$ cat src/rtl/four_digit_led_driver.sv
// rtl/four_digit_led_driver.sv - time-multiplexed 4-digit common-anode 7-segment driver
//
// Purpose: scans a fixed 4-digit hex MESSAGE across a common-anode display,
//   one digit at a time. Each digit slot has 4 phases: 2 lit, 2 blank guard.
// Ports:
//   clk            system clock, rising edge
//   reset          synchronous, active-high; display dark while asserted
//   an3..an0       active-low anodes (an3 = leftmost digit)
//   a..g           active-low segments
//   dp             decimal point, held off (1)
module four_digit_led_driver #(
  parameter int unsigned PRESCALE = 1,
  parameter logic [15:0] MESSAGE  = 16'h0123
) (
  input  logic clk,
  input  logic reset,
  output logic an3,
  output logic an2,
  output logic an1,
  output logic an0,
  output logic a,
  output logic b,
  output logic c,
  output logic d,
  output logic e,
  output logic f,
  output logic g,
  output logic dp
);

  localparam int unsigned PW = (PRESCALE > 1) ? $clog2(PRESCALE) : 1;
  localparam logic [PW-1:0] PRE_LAST = PW'(PRESCALE - 1);

  logic [PW-1:0] pre_q, pre_d;
  logic [3:0]    cnt_q, cnt_d;
  logic [6:0]    seg_q, seg_d;
  logic          tick;
  logic [3:0]    digit;
  logic          lit_phase;

  function automatic logic [6:0] decode(input logic [3:0] v);
    logic [6:0] s;
    case (v)
      4'h0: s = 7'b0000001;
      4'h1: s = 7'b1001111;
      4'h2: s = 7'b0010010;
      4'h3: s = 7'b0000110;
      4'h4: s = 7'b1001100;
      4'h5: s = 7'b0100100;
      4'h6: s = 7'b0100000;
      4'h7: s = 7'b0001111;
      4'h8: s = 7'b0000000;
      4'h9: s = 7'b0000100;
      4'hA: s = 7'b0001000;
      4'hB: s = 7'b1100000;
      4'hC: s = 7'b0110001;
      4'hD: s = 7'b1000010;
      4'hE: s = 7'b0110000;
      default: s = 7'b0111000;
    endcase
    return s;
  endfunction

  always_comb begin
    tick  = (pre_q == PRE_LAST);
    pre_d = tick ? '0 : pre_q + 1'b1;

    // Digit for the slot the counter is in before this tick; loading on the
    // slot's first phase keeps seg_q stable while that slot's anode is low.
    case (cnt_q[3:2])
      2'd3:    digit = MESSAGE[15:12];
      2'd2:    digit = MESSAGE[11:8];
      2'd1:    digit = MESSAGE[7:4];
      default: digit = MESSAGE[3:0];
    endcase

    cnt_d = cnt_q;
    seg_d = seg_q;
    if (tick) begin
      cnt_d = cnt_q - 4'd1;   // 0 wraps to 15: continuous 16-phase frame
      seg_d = decode(digit);
    end
  end

  always_ff @(posedge clk) begin
    if (reset) begin
      pre_q <= '0;
      cnt_q <= 4'hF;
      seg_q <= 7'b1111111;
    end else begin
      pre_q <= pre_d;
      cnt_q <= cnt_d;
      seg_q <= seg_d;
    end
  end

  // Phases 2'b10 and 2'b01 are lit; 2'b11 and 2'b00 are guard phases.
  assign lit_phase = cnt_q[1] ^ cnt_q[0];

  assign an3 = ~(lit_phase && (cnt_q[3:2] == 2'd3));
  assign an2 = ~(lit_phase && (cnt_q[3:2] == 2'd2));
  assign an1 = ~(lit_phase && (cnt_q[3:2] == 2'd1));
  assign an0 = ~(lit_phase && (cnt_q[3:2] == 2'd0));

  assign {a, b, c, d, e, f, g} = seg_q;
  assign dp = 1'b1;

endmodule

$ cat config.mk
export PLATFORM = sky130hd
export DESIGN_NAME = four_digit_led_driver
export DESIGN_NICKNAME = d
export VERILOG_FILES = /design/src/rtl/four_digit_led_driver.sv
export SDC_FILE = /design/constraint.sdc
export NUM_CORES = 1
export LEC_CHECK = 0
export CAP_MARGIN = 20
export CORE_AREA = 2 2 39 41
export DETAILED_ROUTE_END_ITERATION = 8
export DIE_AREA = 0 0 41 43
export PLACE_DENSITY = 0.66
export SYNTH_ARGS = -nofsm -noshare
export SYNTH_HDL_FRONTEND = slang
export SYNTH_SLANG_ARGS = --single-unit
$ cat constraint.sdc
create_clock -name clk -period 1.2 [get_ports clk]
set_input_delay 0.12 -clock clk [delete_from_list [all_inputs] [get_ports clk]]
set_output_delay 0.12 -clock clk [all_outputs]
set_load 0.01 [all_outputs]
==> results of run 1 <==
## cells in the mapped netlist (all sizes together)
cell type,count
dfxtp,11
o31ai,1
a22o,1
buf,3
a221o,1
a211o,1
clkbuf,1
xor2,1
or2,1
nand2b,5
a21oi,1
xnor2,2
inv,4
nand3b,2
nor4,1
a21o,1
ha,1
mux2i,2
conb,2
nand3,2
and2b,2
## power groups by stage
| stage | Clock (uW) | Sequential, uW | Combinational, uW |
|---|---|---|---|
| after floorplan | 0 | 420 | 74.0 |
| final | 243 | 404 | 159 |
| after CTS | 257 | 403 | 158 |
| after global placement | 0 | 411 | 149 |
| after detailed placement | 0 | 411 | 151 |
| after global routing | 288 | 407 | 172 |
## cells in the final DEF, fill, tap and decap left out, types with 3 or more instances in the layout
| cell | n |
|---|---|
| nand2b_1 | 5 |
| dlygate4sd2_1 | 7 |
| clkbuf_4 | 3 |
| dfxtp_1 | 8 |
| dfxtp_2 | 3 |
| buf_4 | 8 |
## layout make-up
| class | instances | area share |
|---|---|---|
| inverters | 4 | 0.0217 |
| flip-flops and latches | 11 | 0.324 |
| repair buffers | 20 | 0.237 |
| well taps | 16 | 0.0289 |
| clock buffers | 4 | 0.0380 |
| multi-input cells | 27 | 0.351 |
## per-layer routing
metal	wire [um]	vias to the layer above
met5	0	-
met4	0	0
met3	48	0
met2	468	10
met1	376	170
li1	-	190
## worst paths after layout
| path | to | slack (ps) | cells after the start |
|---|---|---|---|
| worst max-delay path | an0 | -70 | 4 |
| worst min-delay path | seg_q[5] | 460 | 1 |
| worst max register to register | cnt_q[1] | 80 | 4 |
| worst min register to register | seg_q[5] | 460 | 1 |
## timing repair
item / 4_1_cts / 5_1_grt
resized for setup: 31 / 1
pin swaps: 1 / 0
setup endpoints to repair: 12 / 5
## sequential cells by signal, summed over array words and instances (netlist names)
signal,count
seg_q,6
pre_q,1
cnt_q,4
## metrics by stage
step / setup TNS, ps / hold slack (ps) / setup slack [ps] / total power (uW)
floorplan: 0 / 432 / 18.2 / 494
global placement: -976 / 446 / -246 / 560
detailed placement: -1020 / 452 / -258 / 561
CTS: -293 / 463 / -82.0 / 818
global route: -547 / 472 / -144 / 868
finish: -263 / 457 / -74.7 / 806
## critical path, delay by kind of cell (launching register included)
family / cells / cell delay [ps]
DFF: 1 / 330
adders and majority gates: 1 / 290
buffers and inverters: 2 / 190
and+or+nand+nor: 1 / 80
## kinds of logic (layout without fill, tap and decap cells)
family	after synthesis	after routing	synth area share
compound gates	6	6	0.108
xor+xnor	3	3	0.0541
fa+ha+maj	1	1	0.0258
buf+inv	8	28	0.0928
flops	11	11	0.454
mux	2	2	0.0412
other cells	2	2	0.0155
simple gates	13	13	0.209
==> impl_metrics.tcl, run 1 <==
set metrics [dict create \
    status "finished, violations left" \
    violations "negative setup slack" \
    final_cell_area_um2 692 \
    fin_crit_sh 1.06 \
    syn_nets 49 \
    clock_path_buffers 2 \
    cts.sinks 11 \
    ys_types 22 \
    die_h_um 43 \
    nets 70 \
    pwr-share-clk 0.302 \
    peakVddDrop_mv 0.731 \
    hold_start "seg_q[5]" \
    avgSynthCellArea_um2 10.6 \
    dp.cells 78 \
    area_delta_synth_final_pct 42.5 \
    totalWireLength_um 893 \
    viasPerCell 4.51 \
    grtUsageMet1 0.141 \
    grt_pass1_wl_um 1480 \
    critPathLaunchType "register" \
    endpoint_kind "output port" \
    htree_levels 1 \
    power_frac_seq 0.501 \
    synth-seq-cells 11 \
    grt_overflow 0 \
    initialDrtViolationCount 2 \
    cp.arrival_ps 1150 \
    dr.pass1.iters 4 \
    drv_slew 0 \
    antenna_found_initial 0 \
    cts-buffers-inserted 3 \
    hold_class "register to register" \
    drc 0 \
    io_pins 14 \
    rsz0062_at_grt "true" \
    cts_root_buf "clkbuf_4" \
    use_met3 0.0942 \
    finalHoldViolCount 0 \
    ys_seq_area_frac 0.454 \
    die_w_um 41 \
    cts_hold_buffers 0 \
    worstReg2RegStart "cnt_q[1]" \
    synth.top_cell.area_share 0.454 \
    start_util 0.351 \
    critPathKind "register to output port" \
    power_frac_comb 0.197 \
    cts.reportedPaths.clkPinSlew_ps 60 \
    internal-power_uw 606 \
    top_usage_layer "met2" \
    place_area_um2 657 \
    power_switching_uw 199 \
    final.min_clock_period_ps 1270 \
    core_mm2 0.00138 \
    ant_nets 0 \
    synthCells 46 \
    ys_top_cells_by_area "dfxtp_1, nand2b_1, nor4_4, mux2i_1, and2b_2" \
    setup_viol 4 \
    crit_fanout 5 \
    drv_cap 0 \
    clk_latency_ps 260 \
    worstPathRequired_ps 1080 \
    seq_area_um2 224 \
    cts_setup_buffers 0 \
    timing.fmax_mhz 785 \
    powerDensity_mw_per_mm2 1160 \
    drive_gt1_frac 0.470 \
    crit_start "cnt_q[1]" \
    max_stage_delay_ps 330 \
    fin_ws_ps -74.7 \
    crit_chain "inv_2, ha_4, nand3b_1, buf_2" \
    io_buffers 12 \
    synthesis.area_um2 485 \
    grt_max_degree 10 \
    stdcell_count 82 \
    synth.largest_area_cell "dfxtp_1" \
    vias 370 \
    rows 14 \
    cts_tree "yes" \
    grt_use_met2 0.203 \
    multi_input_area_um2 243 \
    p_sw_frac 0.248 \
    first_global_vias 351 \
    post_drt_wl_per_cell_um 10.9 \
    cpMaxStageDelayCell "dfxtp_2" \
    synth_warnings 0 \
    n_antenna_cell 0 \
    gp_congestion 0.685 \
    power_leakage_uw 0.000309 \
    fill_cells 136 \
    final_util 0.500 \
    finalClockSkew_ps 8.96 \
    grt.total_usage 0.133 \
    dieArea_mm2 0.00176 \
]
No activity file was read; power rests on OpenSTA's default activity.
==> run 2: changes to the inputs <==
--- a/config.mk
+++ b/config.mk
@@ -9,7 +9,8 @@
 export CORE_AREA = 2 2 39 41
 export DETAILED_ROUTE_END_ITERATION = 8
 export DIE_AREA = 0 0 41 43
-export PLACE_DENSITY = 0.66
+export PLACE_DENSITY = 0.75
+export SLEW_MARGIN = 0
 export SYNTH_ARGS = -nofsm -noshare
 export SYNTH_HDL_FRONTEND = slang
 export SYNTH_SLANG_ARGS = --single-unit
==> run 2 against run 1 <==
Effect of this change: die area unchanged; utilization increased by 1.2 points; critical endpoint is now an1; maximum frequency decreased by 2.3%; highest routed layer is now met4; power increased by 3.7%; the flow still finishes with violations (negative setup slack); first-iteration DRC count increased by 100%; clock-buffer cell count unchanged.
==> impl_metrics.tcl, run 2 (synthesized netlist as in run 1, its figures left out) <==
set metrics [dict create \
    final_util 0.512 \
    area_delta_synth_final_pct 45.9 \
    drv_slew 0 \
    core_mm2 0.00138 \
    max_stage_delay_ps 340 \
    status "finished, violations left" \
    cpMaxStageDelayCell "dfxtp_2" \
    critPathLaunchType "register" \
    holdPathStages 1 \
    hold_class "register to register" \
    largest_register_ffs 6 \
    grt_overflow 0 \
    start_util 0.351 \
    power_leakage_uw 0.000320 \
    viasPerCell 4.57 \
    antenna_found_initial 0 \
    io_buffers 12 \
    fill_cells 141 \
    final.min_clock_period_ps 1300 \
    die_w_um 41 \
    crit_fanout 5 \
    initialDrtViolationCount 4 \
    cts-buffers-inserted 3 \
    cp.arrival_ps 1180 \
    worstPathRequired_ps 1080 \
    vias 384 \
    dr.pass1.iters 4 \
    drive_gt1_frac 0.471 \
    grt_pass1_wl_um 1410 \
    fin_ws_ps -105 \
    die_h_um 43 \
    final_cell_mix "buf_4, dfxtp_1, dlygate4sd2_1" \
    io_pins 14 \
    htree_levels 1 \
    drv_cap 0 \
    post_drt_wl_per_cell_um 11.2 \
    gp_congestion 0.681 \
    rr_worst_depth 5 \
    first_global_vias 338 \
    reg_top3 "seg_q: 6 flops, cnt_q: 4 flops, pre_q: 1 flops" \
    regMostFlops "seg_q" \
    cts_hold_buffers 0 \
    totalWireLength_um 944 \
    finalHoldViolCount 0 \
    final_common_cell "buf_4" \
    violations "negative setup slack" \
    rows 14 \
    cts.reportedPaths.clkPinSlew_ps 70 \
    multi_input_area_um2 245 \
    grt.total_usage 0.125 \
    cts.sinks 11 \
    drc 0 \
    peakVddDrop_mv 0.421 \
    report.power.total_uw 836 \
    nets 72 \
    critPathKind "register to output port" \
    rsz0062_at_grt "true" \
    fin_crit_sh 1.09 \
    endpoint_kind "output port" \
    clock_path_buffers 2 \
    powerDensity_mw_per_mm2 1180 \
    ant_nets 0 \
    dp_hpwl_um 602 \
    seq_area_um2 223 \
    timing.fmax_mhz 767 \
    finalClockSkew_ps 1.85 \
    setup_viol 4 \
    clk_latency_ps 270 \
    crit_chain "inv_2, ha_4, nand3b_1, buf_2" \
    grt_max_degree 11 \
    cts_root_buf "clkbuf_4" \
    dieArea_mm2 0.00176 \
    n_antenna_cell 0 \
    cts_tree "yes" \
]
[run 2: changes by cell type in the layout (fill, tap and decap cells not counted)]
cell / previous run / this run
dfxtp_1: 8 / 9
dfxtp_2: 3 / 2
or2_4: 0 / 1
buf_4: 8 / 10
or2_2: 1 / 0
[run 2: area by class of cell]
cell class / count / share of cell area
multi-input combinational: 27 / 0.346
inverter: 4 / 0.0212
tap: 16 / 0.0283
timing repair buffer: 22 / 0.253
sequential: 11 / 0.314
clock buffer: 4 / 0.0371
[run 2: repair_timing]
item	4_1_cts	5_1_grt
gates cloned	0	0
setup endpoints to repair	12	5
resized for setup	31	1
buffers inserted	1	2
pin swaps	2	2
[run 2: path summary, 6_finish.rpt]
path	slack, ps	end	start
max	-100	an1	cnt_q[1]
min	460	seg_q[5]	seg_q[5]
max reg2reg	20	cnt_q[1]	cnt_q[1]
min reg2reg	460	seg_q[5]	seg_q[5]
[run 2: through the flow]
stage / instances / setup TNS (ps) / cell area, um2 / setup WS (ps) / hold slack [ps]
global placement: 77 / -933 / 649 / -237 / 447
CTS: 82 / -309 / 691 / -86.7 / 465
global route: 84 / -535 / 708 / -138 / 490
floorplan: 46 / 0 / 487 / 18.2 / 432
detailed placement: 77 / -995 / 649 / -256 / 453
finish: 84 / -394 / 708 / -105 / 465
[run 2: power by group]
group	leakage (uW)	internal (uW)	switching (uW)	total, uW
Sequential	0.0000908	390	13.0	402
Combinational	0.000215	102	77.1	179
Clock	0.0000150	129	125	254
Total	0.000320	620	215	836
[run 2: per-layer routing]
layer / up-vias / track usage / routed length [um] / part of all wire
li1: 190 / - / - / -
met1: 177 / 0.124 / 386 / 0.41
met2: 14 / 0.194 / 469 / 0.50
met3: 3 / 0.0471 / 61 / 0.065
met4: 0 / 0.100 / 27 / 0.029
met5: - / 0 / 0 / 0
[run 2: worst max-delay path, delay by kind of cell, from the launching register on]
family                   cells  cell delay, ps
adder cells (fa/ha/maj)      1             290
buffers and inverters        2             200
flip-flops                   1             340
AND/OR/NAND/NOR              1              80
